$ cat src/rtl/seven_seg_scan.sv
`default_nettype none
// ============================================================================
// seven_seg_scan : 4-digit multiplexed 7-segment driver, scan paced by clk_1khz
// Optional: SEG_LEADING_ZERO_BLANK_EN suppresses leading zero digits 3..1.
// Rev 1.0
// ============================================================================
module seven_seg_scan #(
  parameter int BLANK_CYCLES = 1000
) (
  input  logic        clk,
  input  logic        rst,
  input  logic        clk_1khz,
  input  logic        en,
  input  logic [15:0] value,
  input  logic [3:0]  dp_in,
  output logic [3:0]  an,
  output logic [6:0]  seg,
  output logic        dp
);

  localparam logic [1:0]  ST_IDLE    = 2'd0;
  localparam logic [1:0]  ST_BLANK   = 2'd1;
  localparam logic [1:0]  ST_SHOW    = 2'd2;
  localparam logic [15:0] BLANK_LOAD = 16'(BLANK_CYCLES - 1);

  logic        sync1, sync2, prev, tick;
  logic [1:0]  state, state_nxt;
  logic [1:0]  idx, idx_nxt;
  logic [15:0] cnt, cnt_nxt;
  logic [15:0] shadow, shadow_nxt;
  logic [3:0]  shadow_dp, shadow_dp_nxt;
  logic [3:0]  an_nxt;
  logic [3:0]  nibble;
  logic        blank_digit;
  logic [6:0]  seg_nxt;

  function automatic logic [6:0] hex7(input logic [3:0] d);
    logic [6:0] s;
    case (d)
      4'h0: s = 7'b1000000;
      4'h1: s = 7'b1111001;
      4'h2: s = 7'b0100100;
      4'h3: s = 7'b0110000;
      4'h4: s = 7'b0011001;
      4'h5: s = 7'b0010010;
      4'h6: s = 7'b0000010;
      4'h7: s = 7'b1111000;
      4'h8: s = 7'b0000000;
      4'h9: s = 7'b0010000;
      4'hA: s = 7'b0001000;
      4'hB: s = 7'b0000011;
      4'hC: s = 7'b1000110;
      4'hD: s = 7'b0100001;
      4'hE: s = 7'b0000110;
      default: s = 7'b0001110;
    endcase
    return s;
  endfunction

  // clk_1khz is a data input: two-flop synchronizer plus edge detector
  always_ff @(posedge clk or posedge rst) begin
    if (rst) begin
      sync1 <= 1'b0;
      sync2 <= 1'b0;
      prev  <= 1'b0;
    end else begin
      sync1 <= clk_1khz;
      sync2 <= sync1;
      prev  <= sync2;
    end
  end

  assign tick = sync2 & ~prev;

  always_comb begin
    state_nxt     = state;
    cnt_nxt       = cnt;
    idx_nxt       = idx;
    shadow_nxt    = shadow;
    shadow_dp_nxt = shadow_dp;
    if (tick) begin
      idx_nxt   = idx + 2'd1;
      state_nxt = ST_BLANK;
      cnt_nxt   = BLANK_LOAD;
      if (idx == 2'd3) begin
        shadow_nxt    = value;
        shadow_dp_nxt = dp_in;
      end
    end else begin
      case (state)
        ST_IDLE, ST_SHOW: state_nxt = state;
        ST_BLANK: begin
          if (cnt == 16'd0) state_nxt = ST_SHOW;
          else              cnt_nxt   = cnt - 16'd1;
        end
        default: state_nxt = ST_IDLE;
      endcase
    end
    an_nxt = (state_nxt == ST_SHOW && en) ? ~(4'b0001 << idx_nxt) : 4'b1111;
  end

  always_comb begin
    case (idx_nxt)
      2'd1:    nibble = shadow_nxt[7:4];
      2'd2:    nibble = shadow_nxt[11:8];
      2'd3:    nibble = shadow_nxt[15:12];
      default: nibble = shadow_nxt[3:0];
    endcase
  end

`ifdef SEG_LEADING_ZERO_BLANK_EN
  always_comb begin
    case (idx_nxt)
      2'd3:    blank_digit = (shadow_nxt[15:12] == 4'd0);
      2'd2:    blank_digit = (shadow_nxt[15:8]  == 8'd0);
      2'd1:    blank_digit = (shadow_nxt[15:4]  == 12'd0);
      default: blank_digit = 1'b0;
    endcase
  end
`else
  assign blank_digit = 1'b0;
`endif

  assign seg_nxt = blank_digit ? 7'b1111111 : hex7(nibble);

  // seg/dp only move on the edge that advances idx, which is also the edge that darkens an
  always_ff @(posedge clk or posedge rst) begin
    if (rst) begin
      state     <= ST_IDLE;
      idx       <= 2'd3;
      cnt       <= 16'd0;
      shadow    <= 16'd0;
      shadow_dp <= 4'd0;
      an        <= 4'b1111;
      seg       <= 7'b1111111;
      dp        <= 1'b1;
    end else begin
      state     <= state_nxt;
      idx       <= idx_nxt;
      cnt       <= cnt_nxt;
      shadow    <= shadow_nxt;
      shadow_dp <= shadow_dp_nxt;
      an        <= an_nxt;
      if (tick) begin
        seg <= seg_nxt;
        dp  <= ~shadow_dp_nxt[idx_nxt];
      end
    end
  end

endmodule
`default_nettype wire

$ cat config.mk
export PLATFORM = sky130hd
export DESIGN_NAME = seven_seg_scan
export DESIGN_NICKNAME = d
export VERILOG_FILES = /design/src/rtl/seven_seg_scan.sv
export SDC_FILE = /design/constraint.sdc
export NUM_CORES = 1
export LEC_CHECK = 0
export CORE_ASPECT_RATIO = 0.75
export CORE_UTILIZATION = 55
export DETAILED_ROUTE_END_ITERATION = 6
export PLACE_DENSITY = 0.76
export REMOVE_ABC_BUFFERS = 1
export SYNTH_ARGS = -nofsm -noshare
export SYNTH_HDL_FRONTEND = slang
export SYNTH_SLANG_ARGS = --single-unit
$ cat constraint.sdc
create_clock -name clk -period 3.43 [get_ports clk]
set_input_delay 0.5145 -clock clk [delete_from_list [all_inputs] [get_ports clk]]
set_output_delay 0.5145 -clock clk [all_outputs]
set_load 0.03 [all_outputs]
==> impl_metrics.yaml <==
critical_path:
  crit_type: "reg2reg"
  crit_start: "idx[0]$_DFF_PP1_"
  cp.required_ps: 3680
  crit_path_max_fanout: 14
  crit_path_start_kind: "flip-flop"
  r2r_start: "idx[0]$_DFF_PP1_"
  r2r_slack_ps: 320
  reg2reg_depth: 8
  worstSetupEndpoint: "seg[6]$_DFFE_PP1P_"
  arrival_ps: 3360
  endpoint_kind: "flip-flop"
  r2r_end: "seg[6]$_DFFE_PP1P_"
detailed_routing:
  vias: 2141
  drt-total-wl_um: 5660
  dr.first_iter.drc_count: 109
  ant_nets: 0
  avgViaCountPerCell: 5.83
  post_drt_wl_per_cell_um: 15.4
  drtPass1Iterations: 4
  drc: 0
clock_tree:
  postCtsHoldBufs: 0
  worstSkewPairLatency_ps: 310
  cts_buffers: 5
  clk_pin_slew_worst_paths_ps: 90
  cts_resized: 0
  cts_sinks: 55
  cts.path.max_buffers: 2
  htree_num_levels: 2
  tritoncts: "done"
  root_buffer: "clkbuf_8"
  postCtsSetupRepairBufs: 0
timing:
  slew_violations: 0
  finalSetupTns_ps: 0
  rsz0062_at_grt: "no"
  skew_ps: 6.75
  setup_viol: 0
  finalCritPeriodShare_pct: 90.6
  tightest_slew_ps: 999
  fmaxAchievable_mhz: 322
  slew_headroom_pct: 33.3
  final-hold-violation-count: 0
  period_minus_slack_ps: 3110
grt:
  grt.overflow.total: 0
  grt_pass1_vias: 1984
  grt_max_degree: 51
  grt_pass1_wl_um: 9650
  antenna_found_initial: 0
  grt.total_usage_pct: 22.8
yosys:
  synth_fa_ha_area_share_pct: 2.60
  seq_area_frac_synth_pct: 48.3
  synth_edf_count: 0
  synth-xor-area-share_pct: 3.34
  syn_avg_cell_area_um2: 10.8
  synth_top_family_by_area: "simple AND/OR/NAND/NOR gates"
  synth.area.top_cells: "dfrtp_1 (36%), dfstp_2 (13%), mux2_2 (5.9%), nand2_1 (3.5%), mux4_2 (3.1%)"
  yosys_warnings: 0
  synth_cell_types: 56
  netlist_area_um2: 2880
  yosys.area.top_type: "dfrtp_1"
  synth_compound_area_share_pct: 12.8
  synthArstFlopShare_pct: 100
  yosysTopAreaCellShare_pct: 35.6
  synthCells: 267
  synthMuxAreaShare_pct: 11.8
  synth_seq_cells: 55
  yosys.area_share.simple_pct: 17.0
  ys.flop_type: "dfrtp_1"
placed_design:
  dp_hpwl_um: 4150
  place_congestion: 0.920
  io_buffer_count: 35
  placed_cells: 359
final_layout:
  n_antenna_cell: 0
  final_nets: 336
  drive_gt1_share_pct: 18.9
  layout_commonest_cell: "dfrtp_1"
  final_cells: 367
  area_delta_synth_final_pct: 17.8
  layout_common_cells: "dfrtp_1 (41), clkdlybuf4s50_1 (35), nand2_1 (27)"
floorplanning:
  die_w_um: 85.6
  die_area_um2: 5540
  io_pins: 36
  start_util_pct: 58.2
  rows: 22
  die_h_um: 64.7
  core_um2: 4950
worst_hold_path:
  min_path_cells: 0
  hp-class: "reg2reg"
run:
  cap_violations: 0
power_and_ir_drop:
  p_leak_nw: 1.40
  p_per_area_nw_per_um2: 738
  ir_drop_mv: 0.347
status:
  status: "finished, final reports clean"
==> layer usage <==
layer / global-route usage [%] / up-vias / wire length, um
met3: 4.84 / 7 / 312
met2: 33.0 / 75 / 2430
met5: 0 / - / 0
met1: 34.4 / 1009 / 2860
met4: 6.67 / 0 / 59
li1: - / 1050 / -
==> sequential cells by signal, summed over array words and instances, names as in the netlist <==
signal     cells
prev           1
idx            2
state          2
shadow_dp      4
sync1          1
sync2          1
seg            7
dp             1
shadow        16
an             4
cnt           16
==> how the worst min path moves through the flow <==
stage	startpoint	to	slack, ps
5_1_grt	sync1$_DFF_PP0_	sync2$_DFF_PP0_	360
6_report	sync1$_DFF_PP0_	sync2$_DFF_PP0_	360
4_1_cts	sync1$_DFF_PP0_	sync2$_DFF_PP0_	360
2_1_floorplan	sync1$_DFF_PP0_	sync2$_DFF_PP0_	330
3_3_place_gp	sync1$_DFF_PP0_	sync2$_DFF_PP0_	340
3_5_place_dp	sync1$_DFF_PP0_	sync2$_DFF_PP0_	340
==> layout make-up <==
cell class | instances | area (um2)
clock inverter | 1 | 5.00
tap | 60 | 75.1
fill | 365 | 1560
sequential | 55 | 1390
timing repair buffer | 45 | 425
inverter | 14 | 52.6
clock buffer | 7 | 76.3
multi-input combinational | 185 | 1370
==> through the flow <==
stage | power (mW) | utilization [%] | hold WS (ps) | instance area (um2) | worst slack, ps
global placement | 2.13 | 66.9 | 340 | 3320 | 489
CTS | 2.51 | 68.6 | 358 | 3400 | 331
detailed placement | 2.16 | 66.9 | 337 | 3320 | 379
floorplan | 1.81 | - | 331 | 2820 | 48.3
global route | 2.68 | 68.6 | 363 | 3400 | 160
finish | 2.51 | 68.6 | 359 | 3400 | 322
==> report_power, final <==
group / internal [mW] / leakage, nW / switching [mW]
logic: 0.532 / 0.722 / 0.631
registers: 0.885 / 0.637 / 0.114
clock network: 0.144 / 0.0422 / 0.200
==> worst max-delay path: stages (launching register included) <==
cell and delay (ps):
dfstp_2 540, ha_1 150, and3b_1 400, buf_4 320, mux2_2 390, a221o_1 440
nor3_1 390, a21boi_0 260, o31a_1 160
==> synth_stat cells, types with 4 or more instances <==
cell and count:
dfstp_2 14, mux2i_1 8, o21ai_0 8, mux2_2 15, a21oi_1 5, nand2b_1 5
xnor2_1 5, o31ai_1 4, clkbuf_1 9, dfrtp_1 41, or3_2 4, nor4_1 7
nand2_1 27, xor2_1 6, nor2_1 15, mux4_2 4, inv_1 14, a211o_1 5
nor3_1 8, ha_1 6, nand3_1 5
==> cell families (layout without fill, tap and decap cells) <==
kind of cell | count (synthesis) | count (layout)
xor+xnor | 11 | 11
mux | 27 | 27
compound gates | 50 | 50
flops | 55 | 55
buf+inv | 27 | 67
fa+ha+maj | 6 | 6
simple gates | 91 | 91
Power figures use the tool's default switching activity.
